### src/rtl/bcd_seq_pkg.sv
// bcd_seq_pkg: definitions shared by the BCD serial transmitter and the
// sequence-detector scoreboard.
//   tx_state_t   transmitter FSM states
//   NIBBLE_MAX   largest legal BCD digit
//   bcd_word_ok  1 when every one of the low 'digits' nibbles is <= 9
package bcd_seq_pkg;

  typedef enum logic [1:0] {
    TX_IDLE,
    TX_SHIFT,
    TX_GAP
  } tx_state_t;

  localparam logic [3:0] NIBBLE_MAX = 4'd9;

  // Widest word bcd_word_ok can inspect; narrower words are zero-extended.
  localparam int MAX_DIGITS = 16;

  function automatic logic bcd_word_ok(input logic [4*MAX_DIGITS-1:0] word,
                                       input int digits);
    logic ok;
    ok = 1'b1;
    for (int i = 0; i < MAX_DIGITS; i++) begin
      if (i < digits && word[4*i +: 4] > NIBBLE_MAX) ok = 1'b0;
    end
    return ok;
  endfunction

endpackage

### src/rtl/bcd_seq_tx_nibble_check.sv
// bcd_nibble_check: combinational validity check of a packed BCD word.
// Parameters:
//   DIGITS  number of nibbles in word
// Ports:
//   word  input   packed BCD word, digit DIGITS-1 in the top nibble
//   ok    output  1 when every nibble is <= 9
module bcd_nibble_check
  import bcd_seq_pkg::*;
#(
  parameter int DIGITS = 2
) (
  input  logic [4*DIGITS-1:0] word,
  output logic                ok
);

  always_comb begin
    ok = 1'b1;
    for (int i = 0; i < DIGITS; i++) begin
      if (word[4*i +: 4] > NIBBLE_MAX) ok = 1'b0;
    end
  end

endmodule

### src/rtl/bcd_seq_tx.sv
// bcd_seq_tx: serial transmitter for packed BCD words.
// A word accepted over in_valid/in_ready is checked digit by digit; a legal
// word is shifted out MSB-first, one bit per clk, on dout. An illegal word
// produces a one-cycle err pulse and nothing is transmitted. Between frames
// dout rests at IDLE_LEVEL, and GAP_CYCLES idle cycles follow every frame.
//
// Optional build macro BCD_SEQ_TX_PARITY_EN: appends one even-parity bit
// (XOR of all data bits) after the LSB; frame_done then marks the parity bit.
//
// Parameters:
//   DIGITS      BCD digits per frame (4*DIGITS data bits)
//   IDLE_LEVEL  dout level when no frame bit is driven
//   GAP_CYCLES  idle cycles after each frame before in_ready returns (>= 0)
// Ports:
//   clk         clock
//   reset       asynchronous, active-high reset
//   in_bcd      packed BCD word, digit DIGITS-1 in the top nibble
//   in_valid    in_bcd valid this cycle
//   in_ready    block accepts in_bcd this cycle
//   dout        serial data, MSB first (registered)
//   dout_valid  dout carries a frame bit (registered)
//   frame_done  pulse with the last frame bit (registered)
//   err         pulse the cycle after an illegal word is taken (registered)
module bcd_seq_tx
  import bcd_seq_pkg::*;
#(
  parameter int   DIGITS     = 2,
  parameter logic IDLE_LEVEL = 1'b1,
  parameter int   GAP_CYCLES = 1
) (
  input  logic                clk,
  input  logic                reset,
  input  logic [4*DIGITS-1:0] in_bcd,
  input  logic                in_valid,
  output logic                in_ready,
  output logic                dout,
  output logic                dout_valid,
  output logic                frame_done,
  output logic                err
);

  localparam int DATA_W = 4 * DIGITS;
`ifdef BCD_SEQ_TX_PARITY_EN
  localparam int FRAME_W = DATA_W + 1;
`else
  localparam int FRAME_W = DATA_W;
`endif
  // Bit index never exceeds FRAME_W-1 <= 4*DIGITS, so this width suffices
  // with or without the parity bit.
  localparam int BW = $clog2(4 * DIGITS + 1);
  localparam int GW = ($clog2(GAP_CYCLES + 1) > 0) ? $clog2(GAP_CYCLES + 1) : 1;
  localparam logic [BW-1:0] BIT_LAST = BW'(FRAME_W - 1);
  localparam logic [GW-1:0] GAP_LAST = GW'((GAP_CYCLES > 0) ? GAP_CYCLES - 1 : 0);

  tx_state_t          state;
  logic [FRAME_W-1:0] frame;
  logic [FRAME_W-1:0] shreg;
  logic [BW-1:0]      bcnt;
  logic [GW-1:0]      gcnt;
  logic               word_ok;

  bcd_nibble_check #(
    .DIGITS(DIGITS)
  ) u_check (
    .word(in_bcd),
    .ok  (word_ok)
  );

  // The parity bit rides in the shift register's LSB so data and parity
  // leave through the same path.
`ifdef BCD_SEQ_TX_PARITY_EN
  assign frame = {in_bcd, ^in_bcd};
`else
  assign frame = in_bcd;
`endif

  assign in_ready = (state == TX_IDLE) && !reset;

  // shreg holds the bits still to be sent after the one currently on dout;
  // loading puts the MSB straight onto dout so bit 0 appears one cycle
  // after the transfer edge.
  always_ff @(posedge clk or posedge reset) begin
    if (reset) begin
      state      <= TX_IDLE;
      shreg      <= '0;
      bcnt       <= '0;
      gcnt       <= '0;
      dout       <= IDLE_LEVEL;
      dout_valid <= 1'b0;
      frame_done <= 1'b0;
      err        <= 1'b0;
    end else begin
      err <= 1'b0;
      case (state)
        TX_IDLE: begin
          if (in_valid) begin
            if (word_ok) begin
              dout       <= frame[FRAME_W-1];
              shreg      <= {frame[FRAME_W-2:0], 1'b0};
              bcnt       <= '0;
              dout_valid <= 1'b1;
              frame_done <= 1'b0;
              state      <= TX_SHIFT;
            end else begin
              err <= 1'b1;
            end
          end
        end
        TX_SHIFT: begin
          if (bcnt == BIT_LAST) begin
            dout       <= IDLE_LEVEL;
            dout_valid <= 1'b0;
            frame_done <= 1'b0;
            bcnt       <= '0;
            if (GAP_CYCLES > 0) begin
              gcnt  <= '0;
              state <= TX_GAP;
            end else begin
              state <= TX_IDLE;
            end
          end else begin
            dout       <= shreg[FRAME_W-1];
            shreg      <= {shreg[FRAME_W-2:0], 1'b0};
            bcnt       <= bcnt + 1'b1;
            frame_done <= ((bcnt + 1'b1) == BIT_LAST);
          end
        end
        TX_GAP: begin
          if (gcnt == GAP_LAST) state <= TX_IDLE;
          else                  gcnt  <= gcnt + 1'b1;
        end
        default: state <= TX_IDLE;
      endcase
    end
  end

endmodule

### config.mk
export PLATFORM = sky130hd
export DESIGN_NAME = bcd_seq_tx
export DESIGN_NICKNAME = d
export VERILOG_FILES = /design/src/rtl/bcd_seq_pkg.sv /design/src/rtl/bcd_seq_tx_nibble_check.sv /design/src/rtl/bcd_seq_tx.sv
export SDC_FILE = /design/constraint.sdc
export NUM_CORES = 1
export LEC_CHECK = 0
export ABC_AREA = 1
export CELL_PAD_IN_SITES_DETAIL_PLACEMENT = 0
export CELL_PAD_IN_SITES_GLOBAL_PLACEMENT = 1
export CORE_MARGIN = 5
export CORE_UTILIZATION = 40
export DETAILED_ROUTE_END_ITERATION = 10
export PLACE_DENSITY = 0.9
export SLEW_MARGIN = 25
export SYNTH_ARGS = -nofsm -noshare
export SYNTH_HDL_FRONTEND = slang
export SYNTH_SLANG_ARGS = --single-unit
### constraint.sdc
create_clock -name clk -period 2.91 [get_ports clk]
set_input_delay 0.582 -clock clk [delete_from_list [all_inputs] [get_ports clk]]
set_output_delay 0.582 -clock clk [all_outputs]
set_load 0.01 [all_outputs]
==> results of run 1 <==
[per-stage QoR]
step | setup slack (ps) | utilization | power, W
5_1_grt | 639 | 0.506 | 0.00117
2_1_floorplan | 1580 | - | 0.000813
6_report | 680 | 0.506 | 0.00107
4_1_cts | 669 | 0.506 | 0.00108
3_5_place_dp | 670 | 0.493 | 0.000955
3_3_place_gp | 693 | 0.493 | 0.000942
[critical path: cells and delay by family]
kind | cells | cell delay (ps)
buffers and inverters | 2 | 960
and+or+nand+nor | 1 | 110
[power breakdown]
part	internal [W]	leakage [nW]	switching [W]	total [W]
logic	0.000211	0.359	0.000324	0.000535
registers	0.000342	0.212	0.0000666	0.000408
clock network	0.0000513	0.0177	0.0000758	0.000127
[per-layer routing]
metal / global-route usage / up-vias / routed length, um
li1: - / 401 / -
met1: 0.149 / 337 / 822
met2: 0.169 / 25 / 730
met3: 0.0334 / 5 / 133
met4: 0.0497 / 0 / 34
met5: 0 / - / 0
[registers in the layout, summed over array words and instances, names as in the netlist]
| name | cells |
|---|---|
| dout_valid | 1 |
| shreg | 7 |
| dout | 1 |
| state | 2 |
| err | 1 |
| frame_done | 1 |
| bcnt | 4 |
[how the worst max path moves through the flow]
stage               startpoint       end  cells past startpoint
floorplan                reset  in_ready                      1
global placement         reset  in_ready                      3
detailed placement       reset  in_ready                      3
CTS                      reset  in_ready                      3
global route             reset  in_ready                      3
finish                   reset  in_ready                      3
[cells by family (layout without fill, tap and decap cells)]
| kind of cell | count (synthesis) | count (layout) |
|---|---|---|
| flip-flops | 17 | 17 |
| AND/OR/NAND/NOR | 82 | 82 |
| adder cells (fa/ha/maj) | 2 | 2 |
| buffers and inverters | 13 | 30 |
| AO/OA/AOI/OAI | 3 | 3 |
[area by class of cell]
type | count | share of cell area
Multi-Input combinational cell | 87 | 0.391
Sequential cell | 17 | 0.381
Timing Repair Buffer | 15 | 0.134
Inverter | 11 | 0.0369
Tap cell | 28 | 0.0313
Clock buffer | 3 | 0.0201
Clock inverter | 1 | 0.00447
[cell usage in the layout, fill, tap and decap left out]
master	Yosys	final
or2_2	1	1
o21ai_2	2	2
a21oi_2	1	1
inv_1	9	9
dfrtp_1	16	16
nand3_2	2	2
ha_1	2	2
nand4_1	2	2
clkinv_2	0	1
clkdlybuf4s50_1	0	15
nand2_2	2	2
dfstp_2	1	1
nand2_4	2	2
nor2_4	1	1
inv_2	2	2
nand3_1	14	14
nor2_1	6	6
nand2_1	51	51
nand3_4	1	1
clkbuf_4	0	3
==> summary.txt, run 1 <==
Job
  • Max Cap Violations: 0

Worst hold path
  • Hold_sp: dout
  • Hold endpoint: dout
  • Min-Delay Path Class: reg2reg
  • Cells on Worst Hold Path: 2

GRT
  • Number of global-route vias before repair: 687
  • GRT overflow: 0
  • All-layer global routing usage: 0.113
  • Largest net degree at the start of global routing: 19
  • Initial antenna violation count: 0
  • First-pass GRT wire length: 2.93 mm

Critical path
  • CP Cell Sequence: clkdlybuf4s50_1 > nor2_1 > clkdlybuf4s50_1
  • R2R cell count: 6
  • Critical-path top delay cell: clkdlybuf4s50_1
  • Crit-path most repeated cell: clkdlybuf4s50_1
  • R2r setup slk: 1540 ps
  • Worst Path Arrival: 1650 ps
  • Crit Path Max Fanout: 2
  • Worst endpoint required time: 2330 ps
  • Critical R2R Capture: shreg[5]
  • Critical R2R Launch: state[0]
  • CP endpoint kind: primary output
  • Setup crit start kind: input port
  • CP peak stage delay: 540 ps
  • Worst Path Class, Setup: in2out

Floorplan
  • Core area: 2210 um2
  • Initial Util: 0.418
  • Die X: 58.1 um
  • Die H: 58.1 um
  • I/O pin cnt: 16
  • Die ar.: 3370 um2
  • Rows: 17

Timing
  • Final count of pins violating max slew: 0
  • Final Hold Fails: 0
  • Worst hold margin: 490 ps
  • Final setup vio count: 0
  • Clock Skew: 3.44 ps
  • Final cycle utilization of the critical path: 0.766
  • Slew HR: 0.583
  • Measured slew at the worst slew-check pin: 625 ps
  • Fmax: 0.448 GHz
  • RSZ-0062 raised after global routing: no
  • Fin crit period: 2230 ps
  • Setup TNS Final: 0 ps

Synth
  • Area contributors post-synth: dfrtp_1 43%, nand2_1 21%, nand3_1 7.6%, inv_1 3.7%, dfstp_2 2.8%
  • Post-synthesis mux area share: 0
  • Top cells by count, synth: 51 x nand2_1, 16 x dfrtp_1, 14 x nand3_1
  • Cells after Synth: 117
  • Top-count cell post-synth: nand2_1
  • Post-Synth Simple-Gate Area: 0.418
  • Mean Syn Cell Area: 7.90 um2
  • Register bit total from synthesis: 17
  • Post-Synth Adder-Cell Area: 0.0271
  • Compound-cell area share of the yosys netlist: 0.0284
  • Top FF cell, synth: dfrtp_1
  • Netlist Area Pre-Place: 925 um2
  • Post-Syn Nets: 130
  • Post-synth EDFFs: 0
  • Post-synthesis sequential area ratio: 0.461
  • Post-synthesis xor/xnor area fraction: 0
  • Synth top area share: 0.433
  • Largest family of logic cells by synthesized area: simple AND/OR/NAND/NOR gates
  • Post-synth ARST share: 1.00
  • Netlist cell types: 19
  • Post-synth top area cell: dfrtp_1
  • Yosys Warn Count: 0

Routing
  • Via count: 768
  • Routed Antenna Nets: 0
  • Routed vias/inst: 4.74
  • Post-DR wirelength/cell: 10.6 um
  • Detailed Route Iter0 Violations: 20
  • Drt total wl: 1.72 mm
  • Initial DRT Pass Iterations: 4
  • Drt drc: 0

Cells and area
  • Final Cell Area: 1120 um2
  • NumNets Final: 148
  • Layout cell share with drive strength beyond 1: 0.142
  • Fillers: 241
  • Number of diodes: 0
  • Reg area: 427 um2
  • Area of the multi-input gates: 438 um2
  • Area grow syn2layout: 21.0%
  • Final std cells w/o fill: 162

Clocking
  • Reg clk slew, reported paths: 90 ps
  • Worst skew pair latency: 300 ps
  • Root buffer cell: clkbuf_4
  • CTS tree: done
  • Postcts setup bufs: 0
  • CTS Buf Count: 3
  • Post-CTS sizing: 0
  • Clock Path Buffers: 2
  • Hold_buf cts: 0
  • CTS sink cnt: 17
  • H-Tree Depth: 1

Placement
  • IO Port Bufs: 15
  • Placed insts: 158
  • Dpl hpwl: 1.25 mm
  • Placer Congestion: 0.792
  • Placement-stage cell area: 1090 um2

Pwr
  • Max IR drop VDD: 0.472 mV
  • PwrDens: 957 nW/um2
  • P_leak: 0.590 nW

Run status
  • Status: finished, final reports clean
No activity file was read; power rests on OpenSTA's default activity.
==> run 2, diff against run 1 <==
--- a/config.mk
+++ b/config.mk
@@ -8,10 +8,11 @@
 export ABC_AREA = 1
 export CELL_PAD_IN_SITES_DETAIL_PLACEMENT = 0
 export CELL_PAD_IN_SITES_GLOBAL_PLACEMENT = 1
+export CORE_ASPECT_RATIO = 0.5
 export CORE_MARGIN = 5
-export CORE_UTILIZATION = 40
+export CORE_UTILIZATION = 33
 export DETAILED_ROUTE_END_ITERATION = 10
-export PLACE_DENSITY = 0.9
+export PLACE_DENSITY = 0.8
 export SLEW_MARGIN = 25
 export SYNTH_ARGS = -nofsm -noshare
 export SYNTH_HDL_FRONTEND = slang
==> constraint.sdc (replaced) <==
create_clock -name clk -period 2 [get_ports clk]
set_input_delay 0.4 -clock clk [delete_from_list [all_inputs] [get_ports clk]]
set_output_delay 0.4 -clock clk [all_outputs]
set_load 0.01 [all_outputs]
==> run 2 against run 1 <==
Setup slack worse by 540 ps. Highest routed layer is now met3. Clock skew is 1.5 ps lower. Utilization is 6.5 points lower. Count of clock-buffer cells in the layout is 1 higher. Combinational power is 49% higher. First-iteration DRC count is 55% lower. Cell area is 3.9% higher. Critical path depth stayed put. Routed wire length is 8.1% higher.
==> summary.txt, run 2 (synthesis gave the netlist of run 1 again) <==
Critical path
  • Setup crit start kind: input port
  • Crit Path Max Fanout: 2
  • CP endpoint kind: primary output
  • Worst Path Class, Setup: in2out
  • R2R cell count: 6
  • Critical-path top delay cell: clkdlybuf4s50_1
  • CP Depth: 3
  • Top delay family on crit path: buffers and inverters
  • Critical path buffers and inverters: 2
  • Worst Path Arrival: 1460 ps
  • Crit-path most repeated cell: clkdlybuf4s50_1
  • Worst endpoint required time: 1600 ps
  • CP Cell Sequence: clkdlybuf4s50_1 > nor2_1 > clkdlybuf4s50_1
  • CP peak stage delay: 540 ps

Cells and area
  • Largest regs: shreg (7), bcnt (4), state (2)
  • Most common cell after layout, fill and taps aside: nand2_1
  • NumNets Final: 150
  • Fillers: 285
  • Final std cells w/o fill: 173
  • Layout cell share with drive strength beyond 1: 0.147
  • Number of diodes: 0
  • Most frequent cells in the layout: 51 x nand2_1, 16 x dfrtp_1, 15 x clkdlybuf4s50_1
  • Most flops, register: shreg
  • Area grow syn2layout: 25.7%
  • Max FFs per register: 7

Pwr
  • Combinational share of power: 0.483
  • PwrDens: 1420 nW/um2
  • Int Pwr: 0.000964 W
  • P_sw: 0.000687 W
  • Clock power share: 0.155
  • Sequential share of power: 0.362
  • Max IR drop VDD: 0.410 mV
  • Post-layout power: 0.00165 W
  • Sw frac: 0.416
  • P_leak: 0.604 nW

Floorplan
  • Die ar.: 4020 um2
  • I/O pin cnt: 16
  • Die H: 47.4 um
  • Initial Util: 0.351
  • Rows: 13
  • Die X: 84.9 um
  • Core area: 2640 um2

GRT
  • Number of global-route vias before repair: 722
  • GRT overflow: 0
  • Initial antenna violation count: 0
  • All-layer global routing usage: 0.106
  • First-pass GRT wire length: 3.25 mm
  • Largest net degree at the start of global routing: 18

Routing
  • Routed Antenna Nets: 0
  • Routed vias/inst: 4.47
  • Drt total wl: 1.86 mm
  • Via count: 774
  • Drt drc: 0
  • Detailed Route Iter0 Violations: 9
  • Post-DR wirelength/cell: 10.8 um
  • Initial DRT Pass Iterations: 4

Placement
  • Dpl hpwl: 1.36 mm
  • Placer Congestion: 0.795
  • Placed insts: 169
  • IO Port Bufs: 15

Clocking
  • Root buffer cell: clkbuf_8
  • Worst skew pair latency: 250 ps
  • H-Tree Depth: 1
  • Post-CTS sizing: 0
  • CTS Buf Count: 3
  • CTS sink cnt: 17
  • Hold_buf cts: 0
  • Postcts setup bufs: 0
  • Clock Path Buffers: 2
  • CTS tree: done
  • Reg clk slew, reported paths: 60 ps

Timing
  • Fmax: 0.537 GHz
  • Fin crit period: 1860 ps
  • Measured slew at the worst slew-check pin: 240 ps
  • Setup TNS Final: 0 ps
  • Final count of pins violating max slew: 0
  • Final Hold Fails: 0
  • Final cycle utilization of the critical path: 0.930
  • Final setup vio count: 0
  • Slew HR: 0.839
  • Clock Skew: 1.95 ps
  • RSZ-0062 raised after global routing: no

Job
  • Max Cap Violations: 0

Worst hold path
  • Cells on Worst Hold Path: 2
  • Min-Delay Path Class: reg2reg

Run status
  • Status: finished, final reports clean
run 2: changes by cell type in the layout (fill, tap and decap cells not counted):
cell / delta
clkbuf_4: -3
buf_4: +2
clkbuf_8: +3
clkbuf_1: +1
clkinv_2: -1
run 2: power groups by stage:
| stage | Sequential, W | Clock (W) | Combinational, W |
|---|---|---|---|
| global route | 0.000618 | 0.000282 | 0.000929 |
| global placement | 0.000598 | 0 | 0.000801 |
| finish | 0.000597 | 0.000256 | 0.000798 |
| CTS | 0.000599 | 0.000264 | 0.000816 |
| floorplan | 0.000601 | 0 | 0.000582 |
| detailed placement | 0.000606 | 0 | 0.000811 |
run 2: routing by layer:
| layer | wire (um) | vias to the layer above | track usage |
|---|---|---|---|
| li1 | - | 406 | - |
| met1 | 894 | 354 | 0.128 |
| met2 | 888 | 14 | 0.187 |
| met3 | 78 | 0 | 0.0361 |
| met4 | 0 | 0 | 0.0379 |
| met5 | 0 | - | 0 |
run 2: tightest hold or removal path, cell delays in order, from the launching register on:
cell and delay, ps:
dfstp_2 370, nand3_1 70, nand2_1 50
run 2: worst paths after layout:
path	from	endpoint	slack (ps)
max	reset	in_ready	140
min	dout	dout	480
max reg2reg	bcnt[1]	shreg[4]	620
min reg2reg	dout	dout	480
max in group asynchronous	reset	dout	1250
min in group asynchronous	reset	err	490
run 2: through the flow:
step | hold slack, ps | setup WS (ps) | utilization | instance area, um2
6_report | 484 | 139 | 0.441 | 1160
5_1_grt | 504 | 89.7 | 0.441 | 1160
4_1_cts | 489 | 126 | 0.441 | 1160
3_5_place_dp | 477 | 129 | 0.424 | 1120
3_3_place_gp | 477 | 140 | 0.424 | 1120
2_1_floorplan | 325 | 842 | - | 925
run 2: layout make-up:
class,count,area (um2),area share
inverters,11,41.3,0.0355
well taps,37,46.3,0.0398
flip-flops and latches,17,427,0.367
multi-input cells,87,438,0.377
repair buffers,17,165,0.142
clock buffers,4,45.0,0.0388
